### src/rtl/ip_encode_if.sv
// Request/stream bundle for ip_encode: header request fields in, header bytes out.
// The master side drives requests and accepts bytes; the slave side is the encoder.
interface ip_encode_if;
    logic        start;
    logic [31:0] sa;
    logic [31:0] da;
    logic [7:0]  protocol;
    logic [15:0] payload_len;
    logic [7:0]  dout;
    logic        dout_valid;
    logic        dout_ready;
    logic        busy;
    logic        done;
    logic        err;

    modport master (
        output start, sa, da, protocol, payload_len, dout_ready,
        input  dout, dout_valid, busy, done, err
    );

    modport slave (
        input  start, sa, da, protocol, payload_len, dout_ready,
        output dout, dout_valid, busy, done, err
    );
endinterface

### src/rtl/ip_encode.sv
// IPv4 header encoder: latches a request, sums the header over 10 cycles, then streams 20 bytes.
// Define IP_ENCODE_ID_EN to carry a running identification count instead of a constant zero id.
module ip_encode (
    input  logic        clk,
    input  logic        rst,
    ip_encode_if.slave  bus
);
    localparam logic [1:0]  IDLE = 2'd0;
    localparam logic [1:0]  CSUM = 2'd1;
    localparam logic [1:0]  SEND = 2'd2;
    localparam logic [15:0] MAX_PAYLOAD = 16'd65515;

    logic [1:0]  state_reg;
    logic [4:0]  idx_reg;
    logic [15:0] acc_reg;
    logic [31:0] sa_reg;
    logic [31:0] da_reg;
    logic [7:0]  proto_reg;
    logic [15:0] total_len_reg;
    logic        done_reg;
    logic        err_reg;
    logic [15:0] id_val;

    logic        accept_start;
    logic        last_accept;
    logic [16:0] sum17;
    logic [15:0] acc_next;
    logic [15:0] sum_word [10];
    logic [15:0] tx_word  [10];
    logic [7:0]  hdr_byte [20];

    assign accept_start = (state_reg == IDLE) && bus.start && (bus.payload_len <= MAX_PAYLOAD);
    assign last_accept  = (state_reg == SEND) && bus.dout_ready && (idx_reg == 5'd19);

`ifdef IP_ENCODE_ID_EN
    logic [15:0] id_ctr_reg;
    logic [15:0] id_reg;

    // Counter advances on the edge that raises done, so a start in the done cycle sees the new id.
    always_ff @(posedge clk) begin
        if (rst) begin
            id_ctr_reg <= 16'h0000;
            id_reg     <= 16'h0000;
        end else begin
            if (last_accept)
                id_ctr_reg <= id_ctr_reg + 16'd1;
            if (accept_start)
                id_reg <= id_ctr_reg;
        end
    end

    assign id_val = id_reg;
`else
    assign id_val = 16'h0000;
`endif

    // Header words as summed; the checksum slot counts as zero.
    always_comb begin
        sum_word[0] = 16'h4500;
        sum_word[1] = total_len_reg;
        sum_word[2] = id_val;
        sum_word[3] = 16'h4000;
        sum_word[4] = {8'h40, proto_reg};
        sum_word[5] = 16'h0000;
        sum_word[6] = sa_reg[31:16];
        sum_word[7] = sa_reg[15:0];
        sum_word[8] = da_reg[31:16];
        sum_word[9] = da_reg[15:0];
    end

    genvar gi;
    generate
        for (gi = 0; gi < 10; gi++) begin : g_bytes
            if (gi == 5) begin : g_csum
                assign tx_word[gi] = ~acc_reg;
            end else begin : g_field
                assign tx_word[gi] = sum_word[gi];
            end
            assign hdr_byte[2*gi]   = tx_word[gi][15:8];
            assign hdr_byte[2*gi+1] = tx_word[gi][7:0];
        end
    endgenerate

    // One's-complement add with the carry wrapped back into bit 0.
    assign sum17    = {1'b0, acc_reg} + {1'b0, sum_word[idx_reg[3:0]]};
    assign acc_next = sum17[15:0] + {15'd0, sum17[16]};

    always_ff @(posedge clk) begin
        if (rst) begin
            state_reg     <= IDLE;
            idx_reg       <= 5'd0;
            acc_reg       <= 16'h0000;
            sa_reg        <= 32'h0;
            da_reg        <= 32'h0;
            proto_reg     <= 8'h00;
            total_len_reg <= 16'h0000;
            done_reg      <= 1'b0;
            err_reg       <= 1'b0;
        end else begin
            done_reg <= 1'b0;
            err_reg  <= 1'b0;
            case (state_reg)
                IDLE: begin
                    if (accept_start) begin
                        sa_reg        <= bus.sa;
                        da_reg        <= bus.da;
                        proto_reg     <= bus.protocol;
                        total_len_reg <= bus.payload_len + 16'd20;
                        acc_reg       <= 16'h0000;
                        idx_reg       <= 5'd0;
                        state_reg     <= CSUM;
                    end else if (bus.start) begin
                        err_reg <= 1'b1;
                    end
                end
                CSUM: begin
                    acc_reg <= acc_next;
                    if (idx_reg == 5'd9) begin
                        idx_reg   <= 5'd0;
                        state_reg <= SEND;
                    end else begin
                        idx_reg <= idx_reg + 5'd1;
                    end
                end
                SEND: begin
                    if (last_accept) begin
                        idx_reg   <= 5'd0;
                        done_reg  <= 1'b1;
                        state_reg <= IDLE;
                    end else if (bus.dout_ready) begin
                        idx_reg <= idx_reg + 5'd1;
                    end
                end
                default: state_reg <= IDLE;
            endcase
        end
    end

    assign bus.dout_valid = (state_reg == SEND);
    assign bus.dout       = (state_reg == SEND) ? hdr_byte[idx_reg] : 8'h00;
    assign bus.busy       = (state_reg != IDLE);
    assign bus.done       = done_reg;
    assign bus.err        = err_reg;
endmodule

### src/flat_wrapper.sv
// flat-port wrapper written by rule: the top's interface ports become plain ports
module ip_encode_flat 
  (clk, rst, bus_start, bus_sa, bus_da, bus_protocol, bus_payload_len, bus_dout_ready, bus_dout, bus_dout_valid, bus_busy, bus_done, bus_err);
  ip_encode_if bus_i ();
  input  logic clk;
  input  logic rst;
  input wire logic [$bits(bus_i.start)-1:0] bus_start;
  input wire logic [$bits(bus_i.sa)-1:0] bus_sa;
  input wire logic [$bits(bus_i.da)-1:0] bus_da;
  input wire logic [$bits(bus_i.protocol)-1:0] bus_protocol;
  input wire logic [$bits(bus_i.payload_len)-1:0] bus_payload_len;
  input wire logic [$bits(bus_i.dout_ready)-1:0] bus_dout_ready;
  output wire logic [$bits(bus_i.dout)-1:0] bus_dout;
  output wire logic [$bits(bus_i.dout_valid)-1:0] bus_dout_valid;
  output wire logic [$bits(bus_i.busy)-1:0] bus_busy;
  output wire logic [$bits(bus_i.done)-1:0] bus_done;
  output wire logic [$bits(bus_i.err)-1:0] bus_err;
  assign bus_i.start = bus_start;
  assign bus_i.sa = bus_sa;
  assign bus_i.da = bus_da;
  assign bus_i.protocol = bus_protocol;
  assign bus_i.payload_len = bus_payload_len;
  assign bus_i.dout_ready = bus_dout_ready;
  assign bus_dout = bus_i.dout;
  assign bus_dout_valid = bus_i.dout_valid;
  assign bus_busy = bus_i.busy;
  assign bus_done = bus_i.done;
  assign bus_err = bus_i.err;
  ip_encode u_core (.clk(clk), .rst(rst), .bus(bus_i));
endmodule
### config.mk
export PLATFORM = sky130hd
export DESIGN_NAME = ip_encode_flat
export DESIGN_NICKNAME = d
export VERILOG_FILES = /design/src/rtl/ip_encode_if.sv /design/src/rtl/ip_encode.sv /design/src/flat_wrapper.sv
export SDC_FILE = /design/constraint.sdc
export NUM_CORES = 1
export LEC_CHECK = 0
export CAP_MARGIN = 0
export CORE_MARGIN = 5
export CORE_UTILIZATION = 55
export CTS_CLUSTER_DIAMETER = 30
export CTS_CLUSTER_SIZE = 14
export DETAILED_ROUTE_END_ITERATION = 8
export GPL_ROUTABILITY_DRIVEN = 0
export PLACE_DENSITY_LB_ADDON = 0.25
export RECOVER_POWER = 25
export SLEW_MARGIN = 15
export SYNTH_ARGS = -nofsm -noshare
export SYNTH_HDL_FRONTEND = slang
export SYNTH_SLANG_ARGS = --single-unit
export TNS_END_PERCENT = 50
### constraint.sdc
create_clock -name clk -period 7 [get_ports clk]
set_input_delay 0.7 -clock clk [delete_from_list [all_inputs] [get_ports clk]]
set_output_delay 0.7 -clock clk [all_outputs]
set_load 0.02 [all_outputs]
Yosys cells after proc, flatten, opt, wreduce, memory -nomap -nowiden

Index checks and enable logic that the tools add are counted.

Flip-flop bits (word level): 113
Bits in latches: 0
RAM bits: 0
Bits in read-only memories: 0
Output and inout port bits: 12
Memories kept: 0

Add/subtract/negate cells: 4
Multiply operators: 0
Divide/modulo/power cells: 0
$lt $le $gt $ge: 3
Eq/ne operators: 8
Shifts and indexed selects: 0
Mux-type cells: 20
Bitwise operators: 5
Reduce and logical (&&, ||, !) cells: 14

Operators by type and width:

| operator                                                                | number |
|---|---|
| 16-bit binary-select mux with 4-bit select                              | 1 |
| 16-bit two-way mux                                                      | 3 |
| 8-bit binary-select mux with 5-bit select                               | 1 |
| 16-bit one-hot mux with 2 select lines                                  | 1 |
| 8-bit two-way mux                                                       | 3 |
| 5-bit two-way mux                                                       | 4 |
| 16-bit by 16-bit adder with 17-bit output                               | 1 |
| 16-bit by 1-bit adder with 16-bit output                                | 1 |
| 16-bit by 5-bit adder with 16-bit output, second input constant         | 1 |
| 16-bit <= comparator, second input constant                             | 1 |
| 16-bit inverter                                                         | 1 |
| 5-bit one-hot mux with 3 select lines                                   | 1 |
| 6-bit >= comparator, second input constant                              | 1 |
| 2-bit two-way mux                                                       | 3 |
| 2-bit by 1-bit inequality test with 1-bit output, second input constant | 3 |
| 5-bit inverter with 6-bit output                                        | 1 |
| 2-bit one-hot mux with 3 select lines                                   | 1 |
| 3-bit AND reduction                                                     | 2 |
| 5-bit by 1-bit adder with 5-bit output, second input constant           | 1 |
| 5-bit by 4-bit == test with 1-bit output, second input constant         | 1 |
| 5-bit == test, second input constant                                    | 1 |
| 5-bit >= comparator, second input constant                              | 1 |
| 4-bit inverter with 5-bit output                                        | 1 |
| 1-bit logical AND                                                       | 4 |
| 11 further kinds                                                        | 15 |

Logic depth before layout (Yosys ltp)

Gate-level depths: netlist of run 1.

Depth after elaboration: 7
Depth in mapped cells: 23

Worst setup path after synthesis of run 1

OpenSTA, ideal clock, no wires.

Path type: register to register
From: reg u_core.idx_reg[0]
To: reg u_core.acc_reg[15]
Library setup time: 0.063 ns
Arrival time: 4.930 ns
Required time: 6.937 ns
Setup slack: 2.007 ns
Stages on the path, launching flop included: 23
Buffers on the path: 3
Period minus slack after synthesis: 4.993 ns
Path through: dfxtp_1 buf_2 clkbuf_1 buf_1 mux2i_1 o22ai_1 ha_1 fa_1 a211o_1 a21o_1 o211ai_2 a31oi_1 o21ai_0 nand2b_1 a21oi_1 o21bai_1 ha_1 and3_1 and3_2 and4b_4 and3_1 a32o_1 nand3_1

Longest elaborated chain between the ends: 7

RTL lines:

| what                                                   | RTL line         | RTL |
|---|---|---|
| start: declaration                                     | ip_encode.sv:14  | `logic [4:0] idx_reg;` |
| start signal: assignment                               | ip_encode.sv:122 | `idx_reg <= idx_reg + 5'd1;` |
| start signal: assignment                               | ip_encode.sv:131 | `idx_reg <= idx_reg + 5'd1;` |
| 4-bit inverter with 5-bit output (implied by the code) | ip_encode.sv:85  | `assign sum17 = {1'b0, acc_reg} + {1'b0, sum_word[idx_reg[3:0]]};` |
| 16-bit binary-select mux with 4-bit select             | ip_encode.sv:85  |  |
| 16-bit two-way mux (implied by the code) (2 in a row)  | ip_encode.sv:85  |  |
| 16-bit by 16-bit adder with 17-bit output              | ip_encode.sv:85  |  |
| 16-bit by 1-bit adder with 16-bit output               | ip_encode.sv:86  | `assign acc_next = sum17[15:0] + {15'd0, sum17[16]};` |
| 16-bit one-hot mux with 2 select lines                 | ip_encode.sv:102 | `case (state_reg)` |
| end signal: assignment                                 | ip_encode.sv:117 | `acc_reg <= acc_next;` |
| end: declaration                                       | ip_encode.sv:15  | `logic [15:0] acc_reg;` |

No other way between the ends. The select of a mux whose other input is x is not followed.
A chain may end at the register's enable or synchronous reset.

Worst setup path in the final report of run 1

From: reg u_core.idx_reg[2]
To: reg u_core.acc_reg[15]

Same word-level chain as after synthesis.

==> results of run 1 <==
## logic make-up after synthesis
logic type	count (synthesis)
AOI/OAI and AO/OA	275
xor gates and xnor gates	34
adders and majority gates	29
buffers and inverters	79
DFF	113
muxes	43
and+or+nand+nor	333
## power by group
group	total (mW)	switching, mW	internal [mW]
registers	0.780	0.0717	0.708
logic	0.587	0.342	0.245
clock network	0.911	0.299	0.612
## critical path, delay by kind of cell (launching register included)
family / cells / cell delay (ps)
flops: 1 / 830
fa+ha+maj: 2 / 560
simple gates: 7 / 1700
buf+inv: 1 / 240
compound gates: 11 / 2210
## placed cells by master, fill, tap and decap left out, types with 6 or more instances in the layout
cell type / n
xor2_1: 15
nand3_1: 19
a22o_1: 12
clkdlybuf4s50_1: 97
o22ai_1: 14
a21o_1: 12
buf_4: 6
a221oi_1: 6
nor2b_1: 10
nand4_1: 6
a22oi_1: 21
clkbuf_16: 17
and3_1: 6
nor2_1: 67
nand2_1: 190
dfxtp_1: 112
mux4_2: 16
inv_1: 18
a211oi_1: 13
ha_1: 28
xnor2_1: 18
a21oi_1: 121
mux2i_1: 23
o21ai_0: 27
a31oi_1: 7
## worst max path at each step
stage	start	end	slack, ps
final	u_core.idx_reg[2]	u_core.acc_reg[15]	1400
after global routing	u_core.idx_reg[2]	u_core.acc_reg[11]	910
after CTS	u_core.idx_reg[2]	u_core.acc_reg[15]	1560
after detailed placement	u_core.idx_reg[2]	u_core.acc_reg[15]	1640
after global placement	u_core.idx_reg[1]	u_core.acc_reg[15]	1790
after floorplan	u_core.idx_reg[0]	u_core.acc_reg[15]	2010
## layer usage
metal  vias to the layer above  GRT usage, %
met5                         -             0
met4                         0          12.8
met3                        86          6.36
met2                       365          47.9
met1                      3225          35.7
li1                       3373             -
## final cells by class
cell class	instances	area [um2]	area share [%]
repair buffers	110	1070	12.2
flip-flops and latches	113	2260	25.7
inverters	19	71.3	0.810
clock buffers	22	464	5.27
well taps	172	215	2.44
clock inverters	9	155	1.76
multi-input cells	714	4560	51.8
## per-stage QoR
step	instance area (um2)	utilization [%]	hold slack [ps]	setup slack, ps	std cells
after floorplan	7140	-	432	2010	906
after global placement	8200	64.7	445	1790	1128
after detailed placement	8200	64.7	458	1640	1128
after CTS	8820	69.6	465	1560	1159
after global routing	8800	69.5	486	914	1159
final	8800	69.5	462	1400	1159
==> results.md, run 1 <==
* Seq cells post-synth at 113
* Final worst-path cycle share at roughly 80%
* WP data arrival at 5960 ps
* Cell row count at just over 40
* RSZ-0062 raised after global routing: no
* Wire length of the first global-routing pass at about 34000 um
* Top routing layer used: met4
* Period minus WS final at approximately 5600 ps
* Worst hold endpoint: u_core.proto_reg[2]
* Failing checks: max-capacitance violations, max-slew violations
* Via count at 7049
* Hold Crit Depth at 2
* Area Growth Syn to Fin at 23.2%
* CP required at approximately 7400 ps
* Chip Width at 124 um
* CP cell instances: inv_1 -> nor2_1 -> a22o_1 -> a22oi_1 -> o22ai_1 -> ha_1 -> a211o_1 -> a21o_1 -> o211ai_2 -> a31oi_1 -> o21ai_0 -> nand2b_1 -> a21oi_1 -> o21bai_1 -> ha_1 -> and3_1 -> and3_2 -> and4b_4 -> and3_1 -> a32o_1 -> nand3_1
* Status: finished, violations left
* Final hold vios at 0
* CP max stage cell: dfxtp_1
* Netlist cell types at 78
* Max Slew Vio Count at about 110
* Final setup fails at 0
* Root buf cell: clkbuf_16
* Io pins at 104
* Adder-Cell Fraction of Synth Area at between 5 and 6%
* Number of port buffers at around 100
* Setup skew after layout at ~9.3 ps
* XOR/XNOR Fraction of Synth Area at between 4 and 5%
* Post-Synth Simple-Gate Area at between 20% and 30%
* Crit-path max cell delay at around 830 ps
* Post-route DRC at 0
* Worst-Skew Late Latency at around 420 ps
* Fraction of layout cells with a size suffix above 1 at under 10%
* Total grt overflow at 0
* Synth Cell Area at ~7100 um2
* R2R Setup Slk at roughly 1400 ps
* Initial Util at between 50% and 60%
* Vias/cell at just over 6
* Per-cell routed wire length at between 15 and 20 um
* Initial antenna violation count at 0
* Yosys top cell by area: dfxtp_1
* Final setup TNS at 0 ps
* Worst R2R Start: u_core.idx_reg[2]
* Total power draw at 2.28 mW
* Post-synth EDFFs at 0
* CTS Buffer Depth at 2
* CP Launch Type: flop
* Max Fclk at between 150 and 200 MHz
* Die area at roughly 15000 um2
* Ys async rst share at 0%
* CTS Buf Count at 17
* WL final at ~22000 um
* Met2 WL at 10500 um
* Post-Syn Instances at 906
* Post-Route M1 WL at around 8500 um
* Routed met3 length at between 1500 and 2000 um
* Avg Synthesized Cell Area at 7.89 um2
* Slew HR at -119%
* # H-tree levels at 4
* Synth top area cells: dfxtp_1 32%, nand2_1 10%, a21oi_1 8.5%
* Power per cell area at roughly 260 nW/um2
* Post-route ant nets at 0
* Sink Count at 113
* Cts repair resizes at 0
* Tightest Hold Check Type: flop to flop
* Synth Warn # at 0
* DR pass1 iterations at 5
* Slew @ Worst Pin at roughly 3300 ps
* Half-perimeter wire length after placement at around 16000 um
* FF-to-FF path depth at 21
* Core Area at 12700 um2
* Die Y-Extent at 124 um
* Top-area cell type share of the netlist area at about a third
* RR Endpoint: u_core.acc_reg[15]
* Layout Nets at between 1000 and 1500
* Peak supply drop at between 150 and 200 uV
* Mux contribution to synthesized area at roughly 8.9%
* ANT cells at 0
* Count leader, synth: nand2_1
* Tot GR Track Use at between 20% and 30%
* Max_cap viols at 2
* Post-Syn Nets at a little over 1000
* Top_reg_cell synth: dfxtp_1
* Complex-gate fraction of the synthesized area at 25.0%
* Vias in the first global route at approximately 6700
* Largest net degree at the start of global routing at 79
* Crit path max fanout at 24
* Synth top cells by count: 190 x nand2_1, 121 x a21oi_1, 113 x dfxtp_1
* Crit path kind: flop to flop
* Clock transition at path regs at about 50 ps
* Hold_sp: u_core.proto_reg[2]
* Largest family of logic cells by synthesized area: compound AO/OA/AOI/OAI gates
* Initial drt markers at 878
* Sequential area share after synthesis at around a third
* Filler cells at approximately 1100
* CP endpoint kind: flop
* Leak at between 3 and 4 nW
* Post-CTS Hold Buffers at 0
* CTS tree: built
* Buffers inserted by post-CTS timing repair at 0
No activity file was read; power rests on OpenSTA's default activity.
==> inputs of run 2 (changes only) <==
==> constraint.sdc (replaced) <==
create_clock -name clk -period 5.38 [get_ports clk]
set_input_delay 0.538 -clock clk [delete_from_list [all_inputs] [get_ports clk]]
set_output_delay 0.538 -clock clk [all_outputs]
set_load 0.02 [all_outputs]
==> results.md, run 2 (synthesis gave the netlist of run 1 again) <==
* Tot GR Track Use at 28.6% (-0.20 points)
* # H-tree levels at 4 (unchanged)
* Crit path max fanout at 17 (-29%)
* Hold_sp: u_core.proto_reg[1]
* WP data arrival at 5330 ps (-630 ps)
* Die area at 15400 um2 (unchanged)
* Worst-Skew Late Latency at 420 ps (about the same)
* Worst R2R Start: u_core.idx_reg[1]
* Chip Width at 124 um (unchanged)
* Half-perimeter wire length after placement at 16300 um (+1.9%)
* FF-to-FF path depth at 20 (-4.8%)
* Commonest non-fill, non-tap cells in the layout: 190 x nand2_1, 121 x a21oi_1, 112 x dfxtp_1
* ANT cells at 0 (unchanged)
* WL final at 21800 um (+0.78%)
* CP required at 5740 ps (-1620 ps)
* RR Endpoint: u_core.acc_reg[15]
* Initial antenna violation count at 0 (unchanged)
* Crit path kind: flop to flop
* CP cell instances: nor2_1 -> nand2_1 -> buf_4 -> o22ai_1 -> ha_1 -> a211o_1 -> a21o_1 -> o211ai_2 -> a31oi_1 -> o21ai_0 -> nand2b_1 -> a21oi_1 -> o21bai_1 -> ha_1 -> and3_1 -> and3_2 -> and4b_4 -> and3_1 -> a32o_1 -> nand3_1
* Area of the multi-input gates at 4550 um2 (-0.11%)
* Peak supply drop at 235 uV (+49%)
* Worst setup path startpoint: u_core.idx_reg[1]
* Max Slew Vio Count at 99 (-5.7%)
* Clock transition at path regs at 50 ps (about the same)
* CP Launch Type: flop
* Crit-path max cell delay at 850 ps (+20 ps)
* Post-route DRC at 0 (unchanged)
* Buffers inserted by post-CTS timing repair at 0 (unchanged)
* Setup skew after layout at 7.95 ps (-1.36 ps)
* Sink Count at 113 (unchanged)
* Post-CTS Hold Buffers at 0 (unchanged)
* Commonest non-fill, non-tap cell in the layout: nand2_1
* Power per cell area at 321 nW/um2 (+24%)
* Number of port buffers at 103 (unchanged)
* DR pass1 iterations at 5 (unchanged)
* CTS Buf Count at 17 (unchanged)
* Leak at 3.36 nW (-0.16%)
* Worst hold slack at 464 ps (+1.73 ps)
* Core Area at 12700 um2 (unchanged)
* Slew @ Worst Pin at 1700 ps (-1580 ps)
* Post-route ant nets at 0 (unchanged)
* CP max stage cell: nor2_1
* Io pins at 104 (unchanged)
* Layout Nets at 1104 (+0.73%)
* Vias/cell at 6.12 (+0.65%)
* CTS tree: built
* Slew HR at -13.1% (+110 points)
* Register area at 2260 um2 (unchanged)
* Final hold vios at 0 (unchanged)
* R2R Setup Slk at 410 ps (-980 ps)
* Die Y-Extent at 124 um (unchanged)
* Per-cell routed wire length at 18.7 um (+0.18%)
* Period minus WS final at 4970 ps (-636 ps)
* Area Growth Syn to Fin at 22.8%
* Final setup fails at 0 (unchanged)
* Failing checks: max-capacitance violations, max-slew violations
* Largest net degree at the start of global routing at 99 (+25%)
* Cell row count at 41 (unchanged)
* Final worst-path cycle share at 92.4% (+12 points)
* Hold Crit Depth at 2 (unchanged)
* Design Area, Final at 8780 um2 (-0.30%)
* DP Area at 8260 um2 (+0.73%)
* Fraction of layout cells with a size suffix above 1 at 9.05% (+0.75 points)
* Initial Util at 56.4% (unchanged)
* Via count at 7138 (+1.3%)
* Max_cap viols at 1 (-1)
* Setup WS pre-CTS at 549 ps (-1090 ps)
* Final setup margin at 412 ps (-984 ps)
* Worst hold endpoint: u_core.proto_reg[1]
* Cts repair resizes at 0 (unchanged)
* Initial drt markers at 914 (+4.1%)
* Status: finished, violations left
* CP endpoint kind: flop
* Final setup TNS at 0 ps (unchanged)
* Vias in the first global route at 6466 (-3.1%)
* Total grt overflow at 0 (unchanged)
* Max Fclk at 201 MHz (+13%)
* CTS Buffer Depth at 2 (unchanged)
* Tightest Hold Check Type: flop to flop
* Filler cells at 1073 (+0.85%)
* Wire length of the first global-routing pass at 33600 um (-0.65%)
* Root buf cell: clkbuf_16
* RSZ-0062 raised after global routing: no
## run 2: cell type report
type | count | area share [%]
Inverter | 19 | 0.813
Tap cell | 172 | 2.45
Timing Repair Buffer | 118 | 12.9
Sequential cell | 113 | 25.8
Clock inverter | 10 | 1.03
Clock buffer | 20 | 5.09
Multi-Input combinational cell | 714 | 51.9
## run 2: power breakdown
part	total (mW)	internal [mW]	switching [mW]
Sequential	1.02	0.921	0.0969
Clock	1.02	0.637	0.388
Combinational	0.773	0.326	0.447
## run 2: per-stage QoR
stage                     std cells  total power [mW]  util (%)
after floorplan                 906              1.54         -
after global placement         1136              1.77      65.2
after detailed placement       1136              1.78      65.2
after CTS                      1166              2.81      69.4
after global routing           1166              2.93      69.3
final                          1166              2.82      69.3
## run 2: worst max-delay path by stage
stage,to,depth (start not counted)
2_1_floorplan,u_core.acc_reg[15],22
3_3_place_gp,u_core.acc_reg[15],20
3_5_place_dp,u_core.acc_reg[15],20
4_1_cts,u_core.acc_reg[15],20
5_1_grt,u_core.acc_reg[15],20
6_report,u_core.acc_reg[15],20
## run 2: worst max-delay path, delay by kind of cell (launching register included)
kind,cells,cell delay [ps]
flip-flops,1,310
AO/OA/AOI/OAI,9,1770
AND/OR/NAND/NOR,8,2070
buffers and inverters,1,240
adder cells (fa/ha/maj),2,540
## run 2: routing by layer
metal	part of all wire, %	track usage [%]
met1	40	34.9
met2	47	46.2
met3	8.1	7.31
met4	5.2	15.2
met5	0	0
